### config.mk
export PLATFORM = sky130hd
export DESIGN_NAME = seg_display_rx
export DESIGN_NICKNAME = d
export VERILOG_FILES = /design/src/rtl/seg_display_rx.sv
export SDC_FILE = /design/constraint.sdc
export NUM_CORES = 1
export LEC_CHECK = 0
export ABC_AREA = 0
export CAP_MARGIN = 30
export CORE_ASPECT_RATIO = 1.25
export CORE_MARGIN = 2
export CORE_UTILIZATION = 45
export CTS_BUF_LIST = sky130_fd_sc_hd__clkbuf_2
export CTS_CLUSTER_DIAMETER = 50
export DETAILED_ROUTE_END_ITERATION = 7
export PLACE_DENSITY = 0.85
export SLEW_MARGIN = 20
export SYNTH_ARGS = -nofsm -noshare
export SYNTH_HDL_FRONTEND = slang
export SYNTH_SLANG_ARGS = --single-unit
export TNS_END_PERCENT = 50
### constraint.sdc
create_clock -name clk -period 1.5 [get_ports clk]
set_clock_uncertainty 0.15 [all_clocks]
set_input_delay 0.225 -clock clk [delete_from_list [all_inputs] [get_ports clk]]
set_output_delay 0.225 -clock clk [all_outputs]
set_load 0.02 [all_outputs]
### src/rtl/seg_display_rx.sv
// seg_display_rx
//   Sink for two-digit result frames. Each accepted frame is latched, decoded to
//   seven-segment patterns and scanned onto a 2-digit common-anode display. Each
//   frame is held on screen for HOLD_CYCLES cycles before the next can be accepted.
//
// Ports
//   clk        system clock, rising edge
//   rstn       asynchronous active-low reset
//   s_valid    frame valid from upstream
//   s_ready    block can accept a frame (registered state, no path from s_valid)
//   s_data     digit codes, [0]=ones, [1]=tens; codes >9 are error markers
//   an         digit anodes, active-low; an[0]=ones, an[1]=tens
//   seg        cathodes {g,f,e,d,c,b,a}, active-low
//   bad_code   one-cycle pulse after accepting a frame containing a code >9
//   frame_cnt  number of accepted frames, wraps at 256
//
// States
//   IDLE | waiting for a frame, s_ready high
//   HOLD | frame just accepted, s_ready low for HOLD_CYCLES cycles

module seg_display_rx #(
    parameter int HOLD_CYCLES    = 4,
    parameter int REFRESH_CYCLES = 4,
    parameter int LZ_BLANK       = 1
) (
    input  logic            clk,
    input  logic            rstn,
    input  logic            s_valid,
    output logic            s_ready,
    input  logic [1:0][6:0] s_data,
    output logic [1:0]      an,
    output logic [6:0]      seg,
    output logic            bad_code,
    output logic [7:0]      frame_cnt
);

    localparam int HW = (HOLD_CYCLES > 1) ? $clog2(HOLD_CYCLES) : 1;
    localparam int RW = (REFRESH_CYCLES > 1) ? $clog2(REFRESH_CYCLES) : 1;
    localparam logic [HW-1:0] HOLD_LAST = HW'(HOLD_CYCLES - 1);
    localparam logic [RW-1:0] REF_LAST  = RW'(REFRESH_CYCLES - 1);

    typedef enum logic {IDLE, HOLD} state_t;

    state_t          state, next_state;
    logic [HW-1:0]   hold_cnt;
    logic [RW-1:0]   ref_cnt;
    logic            sel;
    logic            shown;
    logic [1:0][6:0] disp_reg;
    logic            transfer;
    logic            code_bad;
    logic [6:0]      cur_code;
    logic            cur_blank;
    logic [6:0]      pattern;

    function automatic logic [6:0] decode(input logic [6:0] code);
        logic [6:0] p;
        case (code)
            7'd0:    p = 7'h3F;
            7'd1:    p = 7'h06;
            7'd2:    p = 7'h5B;
            7'd3:    p = 7'h4F;
            7'd4:    p = 7'h66;
            7'd5:    p = 7'h6D;
            7'd6:    p = 7'h7D;
            7'd7:    p = 7'h07;
            7'd8:    p = 7'h7F;
            7'd9:    p = 7'h6F;
            default: p = 7'h40;
        endcase
        return p;
    endfunction

    assign s_ready  = (state == IDLE);
    assign transfer = s_valid && s_ready;
    assign code_bad = (s_data[0] > 7'd9) || (s_data[1] > 7'd9);

    always_ff @(posedge clk or negedge rstn) begin
        if (!rstn) state <= IDLE;
        else       state <= next_state;
    end

    always_comb begin
        next_state = state;
        case (state)
            IDLE:    if (transfer) next_state = HOLD;
            HOLD:    if (hold_cnt == HOLD_LAST) next_state = IDLE;
            default: next_state = IDLE;
        endcase
    end

    always_ff @(posedge clk or negedge rstn) begin
        if (!rstn) begin
            hold_cnt  <= '0;
            disp_reg  <= '0;
            shown     <= 1'b0;
            frame_cnt <= 8'd0;
            bad_code  <= 1'b0;
        end else begin
            bad_code <= 1'b0;
            if (transfer) begin
                disp_reg  <= s_data;
                shown     <= 1'b1;
                hold_cnt  <= '0;
                frame_cnt <= frame_cnt + 8'd1;
                bad_code  <= code_bad;
            end else if (state == HOLD) begin
                hold_cnt <= hold_cnt + HW'(1);
            end
        end
    end

    always_ff @(posedge clk or negedge rstn) begin
        if (!rstn) begin
            ref_cnt <= '0;
            sel     <= 1'b0;
        end else if (ref_cnt == REF_LAST) begin
            ref_cnt <= '0;
            sel     <= ~sel;
        end else begin
            ref_cnt <= ref_cnt + RW'(1);
        end
    end

    // Leading-zero blanking applies to the tens digit only.
    always_comb begin
        cur_code  = sel ? disp_reg[1] : disp_reg[0];
        cur_blank = !shown || (sel && (LZ_BLANK != 0) && (disp_reg[1] == 7'd0));
        pattern   = cur_blank ? 7'h00 : decode(cur_code);
    end

    always_ff @(posedge clk or negedge rstn) begin
        if (!rstn) begin
            an  <= 2'b11;
            seg <= 7'h7F;
        end else begin
            an  <= sel ? 2'b01 : 2'b10;
            seg <= ~pattern;
        end
    end

endmodule
* Word level (Yosys, flattened, before mapping)
Memory sizes are Yosys's and may differ from the RTL's.
Cells that the tools add are included.
** Operators by class
- Add/sub/neg operators :: 3
- Multipliers :: 0
- Divide/modulo/power cells :: 0
- Magnitude comparators :: 2
- Eq/ne operators :: 2
- Shifts and indexed selects :: 0
- Muxes and demuxes :: 11
- Bitwise logic cells :: 3
- Reductions and logical operators :: 8
** Operators by type and width (number)
- $mux 7 :: 3
- $gt 7x4->1 const B :: 2
- $add 8x1->8 const B :: 1
- $mux 2 :: 4
- $logic_not 7->1 :: 1
- $not 7->7 :: 1
- $add 2x1->2 const B :: 2
- $eq 2x2->1 const B :: 2
- $logic_not 3->1 :: 1
- $mux 1 :: 3
- $logic_and 1x1->1 :: 2
- $logic_or 1x1->1 :: 2
- $not 1->1 :: 2
- $pmux 1 s2 :: 1
- $reduce_bool 2->1 :: 1
- $logic_not 1->1 :: 1
** Storage, ports and cells
- Register bits after elaboration :: 39
- Latch bits :: 0
- Memory bits (writable) :: 0
- ROM bits :: 112
- Bits of input ports :: 17
- Output and inout bits :: 19
- Memories :: 1
** Memories
- (no name shown) :: words 16, width 7, rd ports 1, clocked after memory_dff 0, write ports 0, line 58 : case (code)

* Depth between registers and ports, before layout
- Depth in word-level cells :: 5
- Gate-level depth with buffers :: 7

* Least setup slack after synthesis
OpenSTA, ideal clock, no wires.
- Path kind :: register to register
- Start point :: register sel
- End point :: register seg[5]
- Library setup time :: 0.092 ns
- Arrival :: 1.397 ns
- Data required time :: 1.258 ns
- Path slack :: -0.139 ns
- Cell stages (with the launch flop) :: 7
- Clock period less this slack :: 1.639 ns
- Cell sequence :: dfrtp_1 -> buf_6 -> mux2i_1 -> inv_1 -> ha_1 -> o21ai_0 -> o21ai_1
** On the way
- Word-level cells in the longest chain between the ends :: 5
- Elaborated cells on any way between the ends :: 8
** Ends and longest elaborated chain
- start: declaration :: line 47 : logic sel;
- start signal: assignment :: line 119 : sel <= ~sel;
- $mux 7 :: line 127 : cur_code = sel ? disp_reg[1] : disp_reg[0];
- $mem_v2 16x7 or $logic_not 3->1 (tied branches)
- $mux 7 :: line 58
- $mux 7 * :: line 129 : pattern = cur_blank ? 7'h00 : decode(cur_code);
- $not 7->7 * :: line 138 : seg <= ~pattern;
- end signal: assignment :: line 138
- end: declaration :: line 32 : output logic [6:0] seg,
Every way passes the cells marked *; elsewhere a longest branch is shown, timed or not.
A chain may end at the register's enable or synchronous reset.

* Worst setup path in the final report
- Start point :: register sel
- End point :: register seg[4]
The elaborated chain is that of the path after synthesis.

==> summary.md <==
### Floorplan
- 59.45 um — die outline width
- 25 — Row Count
- 36 — top-level I/O count
- 73.31 um — Die Height
- 46.45% — starting density of the core
- 3722 um2 — Core Area
- 4358 um2 — full die area

### Routing
- 16.57 um — average wire per standard cell
- 29 — DRT iter0 DRCs
- 0 — final antenna-violating net count
- 5.296 — number of vias per cell after detailed routing
- 1271 — vias
- 4 — 1st-pass router iterations
- 3.976 mm — total wire length after detailed routing
- 0 — DRC violations left

### Worst setup path
- 1 — CP Buf/Inv Count
- sel$_DFFE_PN0P_ — Critical Path Source
- 1.92 ns — Data arrival, critical path
- mux2i_4, inv_2, ha_1, mux2i_1, o21ai_1, nand2_1 — ordered list of cells on the worst path
- sky130_fd_sc_hd__dfrtp_2 — Worst path slowest cell
- flop — type of origin of the critical path
- 8 — Max Fanout on Critical Path
- sel$_DFFE_PN0P_ — r2r startpoint
- reg2reg — kind of critical path
- flop — critical path endpoint category
- 1.69 ns — Required @ worst endpoint
- 0.57 ns — delay of the slowest cell on the worst path
- flip-flops — kind of cell adding the most delay to the critical path

### Clock network
- 39 — Sink Count
- 2 — number of H-tree branching levels
- yes — TritonCTS clock tree
- 0.17 ns — clock-pin transition on the worst setup and hold timing paths
- 0.39 ns — later-pin clock latency in the skew report
- 5 — CTS Buf Count
- sky130_fd_sc_hd__clkbuf_2 — clk root buf
- 2 — buffers from clock root to sink, at most

### Yosys
- 132 — Mapped Cells
- sky130_fd_sc_hd__dfrtp_1, sky130_fd_sc_hd__mux2_2, sky130_fd_sc_hd__nand2_1 — Commonest cells post-synth
- sky130_fd_sc_hd__dfrtp_1 — prevailing post-synth register cell
- 39 — Synth Register Bits
- 57.09% — proportion of synthesized chip area in sequential cells
- sky130_fd_sc_hd__dfrtp_1 — cell type with the largest total area after synthesis
- sky130_fd_sc_hd__dfrtp_1 — count leader, synth
- 157 — syn_nets
- 43.42% — top cell type's share of synthesized area
- 1729 um2 — Post-Synthesis Cell Area
- sky130_fd_sc_hd__dfrtp_1, sky130_fd_sc_hd__dfstp_2, sky130_fd_sc_hd__mux2_2, sky130_fd_sc_hd__ha_1, sky130_fd_sc_hd__xnor2_1 — leading post-synthesis cells by cell area
- 0 — count of flip-flops with a built-in enable after synthesis
- 0 — Yosys warnings
- 32 — number of distinct library cells after synthesis
- 100.0% — Async SR Flop Fraction
- 13.10 um2 — syn_area_per_cell

### Pwr
- 4.412 mW — power after layout
- 1.137 nW — Leakage Power
- 1766 nW/um2 — power density over the cells
- 0.8426 mV — peak supply drop

### Place
- 0.7990 — global placer's final weighted congestion
- 35 — number of I/O port buffers
- 2.685 mm — half-perimeter wire length after placement
- 221 — Placed Cells
- 2266 um2 — area after detailed placement
- -0.3133 ns — pre-CTS worst setup slack

### Timing
- 0.2466 ns — WHS
- 0 — final count of hold timing violations
- 1.731 ns — clock period minus worst slack
- -0.2312 ns — PnR worst setup slack
- -1.311 ns — sum of negative setup slack
- 115.4% — final critical-path share of the clock period
- 7 — setup violators final
- 0.4847 ns — transition at the pin with the smallest max-transition slack
- 0 — final-report max-slew violation count
- 67.68% — worst slew slack as a fraction of its limit
- 577.6 MHz — maximum achievable frequency
- true — setup repair after global routing missed its margin

### GRT
- 5.837 mm — global-route wire length before repair
- 18.46% — aggregate global-route resource usage
- 0 — initial antenna violation count
- 0 — sum of overflow across all layers after global routing
- 1296 — via count of the first global-routing pass
- 40 — largest net degree at the start of global routing

### Cells and area
- 988.4 um2 — flip-flop and latch area
- 261 — fill cell count
- 868.3 um2 — combined area of the multi-input logic cells
- 2499 um2 — final standard cell area without fillers
- 44.50% — area growth from synthesis to layout
- 67.13% — utilization after layout
- 224 — number of nets at the end of the flow
- 0 — number of antenna cells inserted
- 240 — final cell count without fillers
- 51.00% — fraction of final layout cells with drive strength greater than 1
- 14 — number of flip-flops in the largest register

### Flow run
- 0 — max-cap violations

### Worst hold path
- in2async — path category of the worst min-delay check

### Run status
- negative setup slack — failing checks
- finished, violations left — status

==> final cells by class <==
cell class / instances / share of cell area (%)
tap: 40 / 2.003
multi-input combinational: 84 / 34.75
clock buffer: 6 / 1.202
timing repair buffer: 63 / 21.28
sequential: 39 / 39.56
inverter: 6 / 0.9014
clock inverter: 2 / 0.3005
==> where the power goes <==
group / internal [mW] / total (mW) / leakage, nW / switching, mW
clock: 0.112 / 0.431 / 0.0281 / 0.319
combinational: 1.19 / 2.23 / 0.653 / 1.04
sequential: 1.46 / 1.75 / 0.457 / 0.294
==> layer usage <==
layer	wire length, um	vias up	part of all wire, %	track usage (%)
li1	-	595	-	-
met1	1561	628	39	19.91
met2	2159	38	54	32.23
met3	176	10	4.4	5.986
met4	78	0	2.0	8.333
met5	0	-	0	0
==> repair_timing <==
item	in CTS	in global routing
hold buffers	1	0
setup buffers	5	4
endpoints found under the hold margin	30	0
endpoints found under the setup margin	28	35
gates cloned	0	1
gates resized for setup	71	43
pin swaps	3	9
==> placed cells by master (no fill, tap or decap), types with 4 or more instances in the layout <==
cell type | Yosys | layout
sky130_fd_sc_hd__buf_2 | 1 | 5
sky130_fd_sc_hd__buf_4 | 1 | 33
sky130_fd_sc_hd__clkbuf_2 | 0 | 10
sky130_fd_sc_hd__clkdlybuf4s50_1 | 0 | 15
sky130_fd_sc_hd__dfrtp_1 | 30 | 29
sky130_fd_sc_hd__dfstp_2 | 9 | 9
sky130_fd_sc_hd__ha_1 | 8 | 5
sky130_fd_sc_hd__inv_1 | 6 | 4
sky130_fd_sc_hd__mux2_2 | 15 | 4
sky130_fd_sc_hd__mux2_4 | 0 | 12
sky130_fd_sc_hd__nand2_1 | 10 | 9
sky130_fd_sc_hd__nor2_1 | 5 | 5
sky130_fd_sc_hd__o21ai_1 | 5 | 7
==> worst min-delay path: stages <==
cell	delay (ns)
sky130_fd_sc_hd__dlygate4sd3_1	0.52
sky130_fd_sc_hd__clkbuf_2	0.09
sky130_fd_sc_hd__buf_4	0.41
==> worst paths after layout <==
| check | end | slack, ns | cells past startpoint |
|---|---|---|---|
| setup / recovery | seg[4]$_DFF_PN1_ | -0.23 | 6 |
| hold / removal | frame_cnt[6]$_DFFE_PN0P_ | 0.25 | 3 |
| setup reg to reg | seg[4]$_DFF_PN1_ | -0.23 | 6 |
| hold reg to reg | ref_cnt[0]$_DFF_PN0_ | 0.30 | 1 |
| max in group asynchronous | seg[1]$_DFF_PN1_ | 0.59 | 3 |
| min in group clk | disp_reg[7]$_DFFE_PN0P_ | 0.29 | 2 |
==> cells by family after synthesis <==
logic type | share of synthesized area, %
AO/OA/AOI/OAI | 6.440
adder cells (fa/ha/maj) | 5.789
AND/OR/NAND/NOR | 9.768
XOR/XNOR | 4.052
multiplexers | 14.18
flip-flops | 57.09
buffers and inverters | 2.677
Note: power is estimated with default switching activity, not from simulation.
